[src/rtl/entity_slot_scheduler.sv]
// entity_slot_scheduler
//   Shares the frame buffer's entity channels between N_REQ requesters.
//   Writes land in shadow slots through a round-robin valid/ready port.
//   On frame_sync the whole shadow is copied to entity_out at one edge.
//   Handshake: a write transfers on a rising edge where req_valid[i] and
//   req_ready[i] are both high. req_ready is combinational, has at most one
//   bit set, and a requester holds valid and payload stable until ready.
//   busy exposes the FSM state (high in COMMIT).
//   Optional: define ENTITY_SCHED_FRAME_COUNT_EN to get an 8-bit commit
//   counter on frame_count; otherwise frame_count is tied to zero.
module entity_slot_scheduler #(
    parameter int              N_REQ     = 4,
    parameter int              N_SLOTS   = 9,
    parameter int              ENT_W     = 14,
    parameter int              SLOT_W    = 4,
    parameter logic [ENT_W-1:0] BLANK_ENT = 14'h3C00
) (
    input  logic                       clk,
    input  logic                       reset,
    input  logic                       frame_sync,
    input  logic                       clear_all,
    input  logic [N_REQ-1:0]           req_valid,
    output logic [N_REQ-1:0]           req_ready,
    input  logic [N_REQ*SLOT_W-1:0]    req_slot,
    input  logic [N_REQ*ENT_W-1:0]     req_entity,
    output logic [N_SLOTS*ENT_W-1:0]   entity_out,
    output logic                       commit_pulse,
    output logic                       busy,
    output logic                       bad_slot_err,
    output logic [7:0]                 frame_count
);

    localparam int PTR_W = (N_REQ > 1) ? $clog2(N_REQ) : 1;

    localparam logic [0:0] ST_ACCEPT = 1'b0;
    localparam logic [0:0] ST_COMMIT = 1'b1;

    logic [0:0]       state_q, state_d;
    logic [PTR_W-1:0] rr_q, rr_d;
    logic [ENT_W-1:0] shadow_q [N_SLOTS];
    logic [ENT_W-1:0] shadow_d [N_SLOTS];
    logic [ENT_W-1:0] live_q   [N_SLOTS];
    logic [ENT_W-1:0] live_d   [N_SLOTS];
    logic             commit_q, commit_d;
    logic             bad_q, bad_d;

    logic             found;
    logic             xfer;
    logic [PTR_W-1:0] cand;
    logic [PTR_W-1:0] grant_idx;
    logic [SLOT_W-1:0] wr_slot;
    logic [ENT_W-1:0] wr_ent;
    logic             wr_in_range;

    // Round-robin search from the pointer; clear_all, COMMIT and reset block all grants
    always_comb begin
        found     = 1'b0;
        grant_idx = '0;
        cand      = '0;
        for (int k = 0; k < N_REQ; k++) begin
            cand = PTR_W'((int'(rr_q) + k) % N_REQ);
            if (!found && req_valid[cand]) begin
                found     = 1'b1;
                grant_idx = cand;
            end
        end
        xfer      = found && (state_q == ST_ACCEPT) && !clear_all && !reset;
        req_ready = '0;
        if (xfer) begin
            req_ready[grant_idx] = 1'b1;
        end
        wr_slot     = req_slot[grant_idx*SLOT_W +: SLOT_W];
        wr_ent      = req_entity[grant_idx*ENT_W +: ENT_W];
        wr_in_range = (wr_slot < SLOT_W'(N_SLOTS));
    end

    // Next-state: shadow writes/clears in ACCEPT, one-edge copy to live in COMMIT
    always_comb begin
        state_d  = state_q;
        rr_d     = rr_q;
        shadow_d = shadow_q;
        live_d   = live_q;
        commit_d = 1'b0;
        bad_d    = bad_q;
        if (state_q == ST_ACCEPT) begin
            if (clear_all) begin
                for (int k = 0; k < N_SLOTS; k++) begin
                    shadow_d[k] = BLANK_ENT;
                end
            end else if (xfer) begin
                // Out-of-range slots still complete the handshake; data is dropped
                for (int k = 0; k < N_SLOTS; k++) begin
                    if (wr_in_range && (wr_slot == SLOT_W'(k))) begin
                        shadow_d[k] = wr_ent;
                    end
                end
                if (!wr_in_range) begin
                    bad_d = 1'b1;
                end
                rr_d = (grant_idx == PTR_W'(N_REQ - 1)) ? '0 : grant_idx + 1'b1;
            end
            if (frame_sync) begin
                state_d = ST_COMMIT;
            end
        end else begin
            // frame_sync and clear_all are ignored here, not queued
            live_d   = shadow_q;
            commit_d = 1'b1;
            state_d  = ST_ACCEPT;
        end
    end

    // State registers with asynchronous reset to a blank scene
    always_ff @(posedge clk or posedge reset) begin
        if (reset) begin
            state_q  <= ST_ACCEPT;
            rr_q     <= '0;
            commit_q <= 1'b0;
            bad_q    <= 1'b0;
            for (int k = 0; k < N_SLOTS; k++) begin
                shadow_q[k] <= BLANK_ENT;
                live_q[k]   <= BLANK_ENT;
            end
        end else begin
            state_q  <= state_d;
            rr_q     <= rr_d;
            commit_q <= commit_d;
            bad_q    <= bad_d;
            shadow_q <= shadow_d;
            live_q   <= live_d;
        end
    end

    for (genvar g = 0; g < N_SLOTS; g++) begin : g_out
        assign entity_out[g*ENT_W +: ENT_W] = live_q[g];
    end

    assign busy         = (state_q == ST_COMMIT);
    assign commit_pulse = commit_q;
    assign bad_slot_err = bad_q;

`ifdef ENTITY_SCHED_FRAME_COUNT_EN
    logic [7:0] fc_q, fc_d;

    // Count commit edges, wrapping naturally at 8 bits
    always_comb begin
        fc_d = fc_q;
        if (state_q == ST_COMMIT) begin
            fc_d = fc_q + 8'd1;
        end
    end

    // Commit counter register
    always_ff @(posedge clk or posedge reset) begin
        if (reset) begin
            fc_q <= 8'h00;
        end else begin
            fc_q <= fc_d;
        end
    end

    assign frame_count = fc_q;
`else
    assign frame_count = 8'h00;
`endif

endmodule

[config.mk]
export PLATFORM = sky130hd
export DESIGN_NAME = entity_slot_scheduler
export DESIGN_NICKNAME = d
export VERILOG_FILES = /design/src/rtl/entity_slot_scheduler.sv
export SDC_FILE = /design/constraint.sdc
export NUM_CORES = 1
export LEC_CHECK = 0
export CAP_MARGIN = 20
export CORE_MARGIN = 4
export CORE_UTILIZATION = 40
export CTS_BUF_LIST = sky130_fd_sc_hd__clkbuf_4 sky130_fd_sc_hd__clkbuf_8
export DETAILED_ROUTE_END_ITERATION = 12
export PLACE_DENSITY = 0.68
export SYNTH_ARGS = -nofsm -noshare
export SYNTH_HDL_FRONTEND = slang
export SYNTH_SLANG_ARGS = --single-unit
[constraint.sdc]
create_clock -name clk -period 9.2 [get_ports clk]
set_input_delay 2.3 -clock clk [delete_from_list [all_inputs] [get_ports clk]]
set_output_delay 2.3 -clock clk [all_outputs]
set_load 0.03 [all_outputs]
==> flow_metrics.py, run 1 <==
metrics = {
    "floorplanning": {
        "die_x_um": 171,
        "start_util": 0.407,
        "die_area_sq_um": 29200,
        "dieHeight_um": 171,
        "rows": 59,
        "coreArea_sq_um": 26100,
        "pin_count": 221,
    },
    "worst_setup_path": {
        "cp_slowest_cell": "a21oi_4",
        "r2r_end": "shadow_q[50]",
        "critical_path_required_ns": 6.90,
        "reg2reg_setup_slack_ns": 5.34,
        "critPathArrivalTime_ns": 4.93,
        "critPathMaxStageDelay_ns": 0.61,
        "path_cells": "clkdlybuf4s50_1, a21boi_1, o22ai_1, a21oi_4, inv_1, ha_1, and2_1, clkdlybuf4s50_1",
        "worst-path-buf-inv": 3,
        "crit_fanout": 15,
        "ff2ff_path_depth": 9,
        "end_kind": "output port",
        "worstSetupStartpointType": "input pin",
        "cp_top_family": "buffers and inverters",
        "crit_path_frequent_cell": "clkdlybuf4s50_1",
        "timing.rr.start": "rr_q[1]",
        "path_class": "in -> out",
    },
    "cts": {
        "holdBufCountCts": 0,
        "cts_buffer_depth": 3,
        "cts_tree": "built",
        "htree_levels": 2,
        "clock-sinks": 257,
        "cts_buffers": 43,
        "clkTransAtPathRegs_ns": 0.06,
        "post-cts-setup-buffer-count": 0,
        "clk_latency_ns": 0.54,
        "clockRootBuffer": "clkbuf_8",
        "ctsResizeCount": 0,
    },
    "grt": {
        "grt_max_degree": 170,
        "grt_pass1_wl_mm": 44.5,
        "grt_pass1_vias": 7437,
        "grt-ovfl-total": 0,
        "grt_antenna_before_repair": 1,
        "grt_usage": 0.198,
    },
    "sta": {
        "rsz0062_at_grt": "false",
        "final.setup.tns_ns": 0,
        "finalCritPeriodShare": 0.786,
        "min_period_ns": 7.23,
        "skew_ns": 0.0217,
        "max-slew-margin-rel": 0.374,
        "hold_viol": 0,
        "tightest_slew_ns": 0.940,
        "max_freq_ghz": 0.138,
        "setup_viol": 0,
        "slew_viol_final": 0,
        "setup_ws_ns": 1.97,
    },
    "run": {
        "drv_cap": 0,
    },
    "place": {
        "dpl.hpwl_mm": 19.9,
        "portBuffers": 212,
        "gp_congestion": 0.788,
        "dp_slack_ns": 1.99,
        "dp.cells": 1259,
    },
    "pwr": {
        "ir_worst_vdd_uv": 109,
        "power_density_nw_per_um2": 243,
        "power.leakage_nw": 6.03,
    },
    "yosys": {
        "synth_top_flop_cell": "dfrtp_1",
        "synth_cell_types": 46,
        "synth.most_common_cell": "dfrtp_1",
        "synth_seq_cells": 257,
        "yosysTopAreaCell": "dfrtp_1",
        "yosysSeqAreaShare": 0.615,
        "synth_top_area_frac": 0.436,
        "syn-cell-area_sq_um": 10600,
        "syn_inst": 734,
        "synth_commonest_cells": "dfrtp_1, mux2_2, o2bb2ai_1, dfstp_2, nand2_1",
        "synthArstFlopShare": 1.00,
        "avgSynthCellArea_sq_um": 14.5,
        "yosysWarnings": 0,
        "synth_edf_count": 0,
        "synth_area_leaders": "dfrtp_1, dfstp_2, mux2_2, o2bb2ai_1, mux2i_1",
    },
    "final_layout": {
        "fin_util": 0.538,
        "areaGrowthSynthToFinish_pct": 32.2,
        "drive_above_1_share": 0.318,
        "final_nets": 1053,
        "stdcell_count": 1337,
        "nFillCells": 2236,
    },
    "drt": {
        "viasPerCell": 5.29,
        "vias": 7079,
        "ant_nets": 0,
        "drc": 0,
        "routedWlPerCell_um": 21.7,
        "drtIter0Drc": 340,
        "wirelength_mm": 29.1,
        "first_pass_iters": 5,
    },
    "hold_path": {
        "whs_path_depth": 1,
        "hold_class": "reg -> reg",
        "holdPathEnd": "bad_slot_err",
        "min_from": "bad_slot_err",
    },
    "outcome": {
        "status": "complete, no violations",
    },
}
-- cell families (layout without fill, tap and decap cells) --
logic type | Yosys count | count (layout) | share of synthesized area
adder cells (fa/ha/maj) | 4 | 4 | 0.00472
AO/OA/AOI/OAI | 158 | 158 | 0.128
buffers and inverters | 44 | 304 | 0.0210
AND/OR/NAND/NOR | 101 | 101 | 0.0541
flip-flops | 257 | 257 | 0.615
other | 1 | 9 | 0.000354
multiplexers | 169 | 169 | 0.177
-- cell type report --
type	instances	area, sq um	share of cell area
sequential	257	6530	0.465
multi-input combinational	440	3910	0.278
timing repair buffer	221	2200	0.157
clock buffer	74	918	0.0655
tap	335	419	0.0299
inverter	6	26.3	0.00187
clock inverter	3	23.8	0.00170
antenna	1	2.50	0.000178
-- worst max-delay path by stage --
stage / from / slack, ns / to / cells past startpoint
6_report: req_valid[1] / 1.97 / req_ready[2] / 8
5_1_grt: req_valid[1] / 1.76 / req_ready[2] / 8
4_1_cts: req_valid[1] / 1.98 / req_ready[0] / 8
3_5_place_dp: req_valid[1] / 1.99 / req_ready[2] / 8
3_3_place_gp: req_valid[1] / 2.04 / req_ready[2] / 8
2_1_floorplan: req_valid[1] / 3.02 / req_ready[0] / 9
-- placed cells by master (no fill, tap or decap), types with 2 or more instances in the layout --
cell | netlist | routed
mux2_2 | 128 | 128
nor2b_1 | 2 | 2
a22o_1 | 9 | 9
dfstp_2 | 72 | 72
nor4_4 | 8 | 8
clkbuf_4 | 0 | 16
o22a_1 | 2 | 2
o21a_1 | 12 | 12
mux2i_2 | 3 | 3
nand2_1 | 52 | 52
ha_1 | 4 | 4
and2_1 | 4 | 4
mux2i_1 | 36 | 36
clkbuf_8 | 0 | 58
conb_1 | 1 | 8
dfrtp_1 | 185 | 184
nor2_1 | 10 | 9
a2bb2oi_1 | 30 | 30
clkdlybuf4s50_1 | 0 | 212
a21oi_1 | 6 | 6
nand3_1 | 18 | 18
o21ai_2 | 8 | 8
clkinvlp_4 | 0 | 2
inv_1 | 4 | 3
buf_4 | 8 | 8
o2bb2ai_1 | 81 | 81
-- stage by stage --
| stage | total power, mW | hold WS, ns | instance area (sq um) |
|---|---|---|---|
| after global placement | 2.34 | 0.457 | 13100 |
| after CTS | 3.44 | 0.471 | 14000 |
| final | 3.40 | 0.478 | 14000 |
| after detailed placement | 2.35 | 0.458 | 13100 |
| after global routing | 3.57 | 0.489 | 14000 |
| after floorplan | 1.99 | 0.451 | 10600 |
-- registers in the layout, summed over array words and instances, names as in the netlist --
name / flops
rr_q: 2
busy: 1
bad_slot_err: 1
commit_pulse: 1
entity_out: 126
shadow_q: 126
-- power breakdown --
group          switching (mW)  internal, mW
registers              0.0894          1.30
clock network           0.452         0.627
logic                   0.571         0.368
total                    1.11          2.29
-- per-layer routing --
layer	GRT usage	vias to the layer above	wire length (um)
met3	0.0515	51	2170
met1	0.275	3598	12700
met2	0.309	228	13500
met5	0	-	0
met4	0.0561	0	646
li1	-	3202	-
Note: power is estimated with default switching activity, not from simulation.
==> run 2: changes to the inputs <==
==> constraint.sdc (replaced) <==
create_clock -name clk -period 6.5 [get_ports clk]
set_input_delay 1.625 -clock clk [delete_from_list [all_inputs] [get_ports clk]]
set_output_delay 1.625 -clock clk [all_outputs]
set_load 0.03 [all_outputs]
==> flow_metrics.py, run 2 (synthesis gave the netlist of run 1 again) <==
metrics = {
    "outcome": {
        "status": "complete, no violations",
    },
    "cts": {
        "clk_latency_ns": 0.54,
        "post-cts-setup-buffer-count": 0,
        "clockRootBuffer": "clkbuf_8",
        "holdBufCountCts": 0,
        "ctsResizeCount": 0,
        "cts_buffer_depth": 3,
        "cts_buffers": 43,
        "clkTransAtPathRegs_ns": 0.07,
        "clock-sinks": 257,
        "cts_tree": "built",
        "htree_levels": 2,
    },
    "hold_path": {
        "whs_path_depth": 1,
        "holdPathEnd": "bad_slot_err",
        "hold_class": "reg -> reg",
        "min_from": "bad_slot_err",
    },
    "floorplanning": {
        "start_util": 0.407,
        "coreArea_sq_um": 26100,
        "die_x_um": 171,
        "rows": 59,
        "pin_count": 221,
        "dieHeight_um": 171,
        "die_area_sq_um": 29200,
    },
    "worst_setup_path": {
        "critical_path_required_ns": 4.88,
        "r2r_end": "shadow_q[106]",
        "critPathMaxStageDelay_ns": 0.59,
        "reg2reg_setup_slack_ns": 2.97,
        "critPathArrivalTime_ns": 3.91,
        "path_class": "in -> out",
        "crit_path_frequent_cell": "clkdlybuf4s50_1",
        "crit_fanout": 8,
        "worstSetupStartpointType": "input pin",
        "ff2ff_path_depth": 9,
        "timing.rr.start": "rr_q[1]",
        "cp_slowest_cell": "clkdlybuf4s50_1",
        "path_cells": "clkdlybuf4s50_1, a21boi_1, o22ai_1, a21oi_4, inv_1, ha_1, and2_1, clkdlybuf4s50_1",
        "end_kind": "output port",
    },
    "sta": {
        "final.setup.tns_ns": 0,
        "tightest_slew_ns": 1.16,
        "setup_viol": 0,
        "rsz0062_at_grt": "false",
        "finalCritPeriodShare": 0.852,
        "max-slew-margin-rel": 0.229,
        "slew_viol_final": 0,
        "holdWs_ns": 0.472,
        "min_period_ns": 5.54,
        "max_freq_ghz": 0.181,
        "hold_viol": 0,
        "skew_ns": 0.0186,
    },
    "grt": {
        "grt_pass1_vias": 7538,
        "grt-ovfl-total": 0,
        "grt_pass1_wl_mm": 44.5,
        "grt_usage": 0.198,
        "grt_max_degree": 192,
        "grt_antenna_before_repair": 0,
    },
    "final_layout": {
        "areaGrowthSynthToFinish_pct": 32.1,
        "fin_util": 0.538,
        "antennaDiodeCount": 0,
        "final_common_cell": "clkdlybuf4s50_1",
        "final_nets": 1054,
        "drive_above_1_share": 0.319,
        "final_cell_mix": "clkdlybuf4s50_1, dfrtp_1, mux2_2, o2bb2ai_1, dfstp_2",
        "design_area_sq_um": 14000,
        "nFillCells": 2207,
        "multi_input_area_sq_um": 3910,
        "seq_area_sq_um": 6530,
    },
    "pwr": {
        "power_density_nw_per_um2": 344,
        "ir_worst_vdd_uv": 193,
        "power.leakage_nw": 6.03,
        "power_mw": 4.82,
    },
    "drt": {
        "ant_nets": 0,
        "routedWlPerCell_um": 21.8,
        "wirelength_mm": 29.1,
        "drc": 0,
        "vias": 7185,
        "drtIter0Drc": 414,
        "first_pass_iters": 4,
        "viasPerCell": 5.38,
    },
    "place": {
        "dpl.hpwl_mm": 19.7,
        "portBuffers": 212,
        "gp_congestion": 0.778,
        "dpl_cell_area_sq_um": 13100,
    },
    "run": {
        "drv_cap": 0,
    },
}
-- run 2: cell types whose count changed in the layout (fill, tap and decap cells not counted) --
cell and change:
clkinv_2 +2, inv_6 +1, clkbuf_8 -7, clkbuf_4 +2, clkdlybuf4s50_1 -1, bufinv_16 +2, inv_8 -1, diode_2 -1
buf_4 +2
-- run 2: power breakdown --
part | total, mW | switching, mW | internal (mW)
clock | 1.53 | 0.631 | 0.895
combinational | 1.33 | 0.810 | 0.523
sequential | 1.96 | 0.124 | 1.84
total | 4.82 | 1.57 | 3.26
-- run 2: worst max-delay path: cells and delay by family --
family	cells	cell delay, ns
AND/OR/NAND/NOR	1	0.14
buffers and inverters	3	1.33
adder cells (fa/ha/maj)	1	0.23
AO/OA/AOI/OAI	3	0.59
-- run 2: how the worst max path moves through the flow --
stage	startpoint	endpoint	slack [ns]	cells past startpoint
after floorplan	reset	bad_slot_err	1.55	1
after global placement	req_valid[1]	req_ready[0]	0.98	8
after detailed placement	req_valid[1]	req_ready[2]	0.96	8
after CTS	req_valid[1]	req_ready[0]	0.94	8
after global routing	req_valid[1]	req_ready[0]	0.82	8
final	req_valid[1]	req_ready[2]	0.96	8
-- run 2: routing by layer --
metal,global-route usage,wire length [um],vias to the layer above
li1,-,-,3207
met1,0.284,13300,3715
met2,0.312,13500,216
met3,0.0395,1690,47
met4,0.0513,612,0
met5,0,0,-
-- run 2: area by class of cell --
| type | count | area share |
|---|---|---|
| sequential | 257 | 0.466 |
| multi-input combinational | 440 | 0.279 |
| timing repair buffer | 222 | 0.158 |
| clock buffer | 69 | 0.0597 |
| tap | 335 | 0.0299 |
| clock inverter | 7 | 0.00652 |
| inverter | 6 | 0.00188 |
-- run 2: metrics by stage --
step | worst slack [ns] | instances
floorplan | 1.55 | 741
global placement | 0.984 | 1260
detailed placement | 0.956 | 1260
CTS | 0.941 | 1336
global route | 0.824 | 1336
finish | 0.963 | 1336
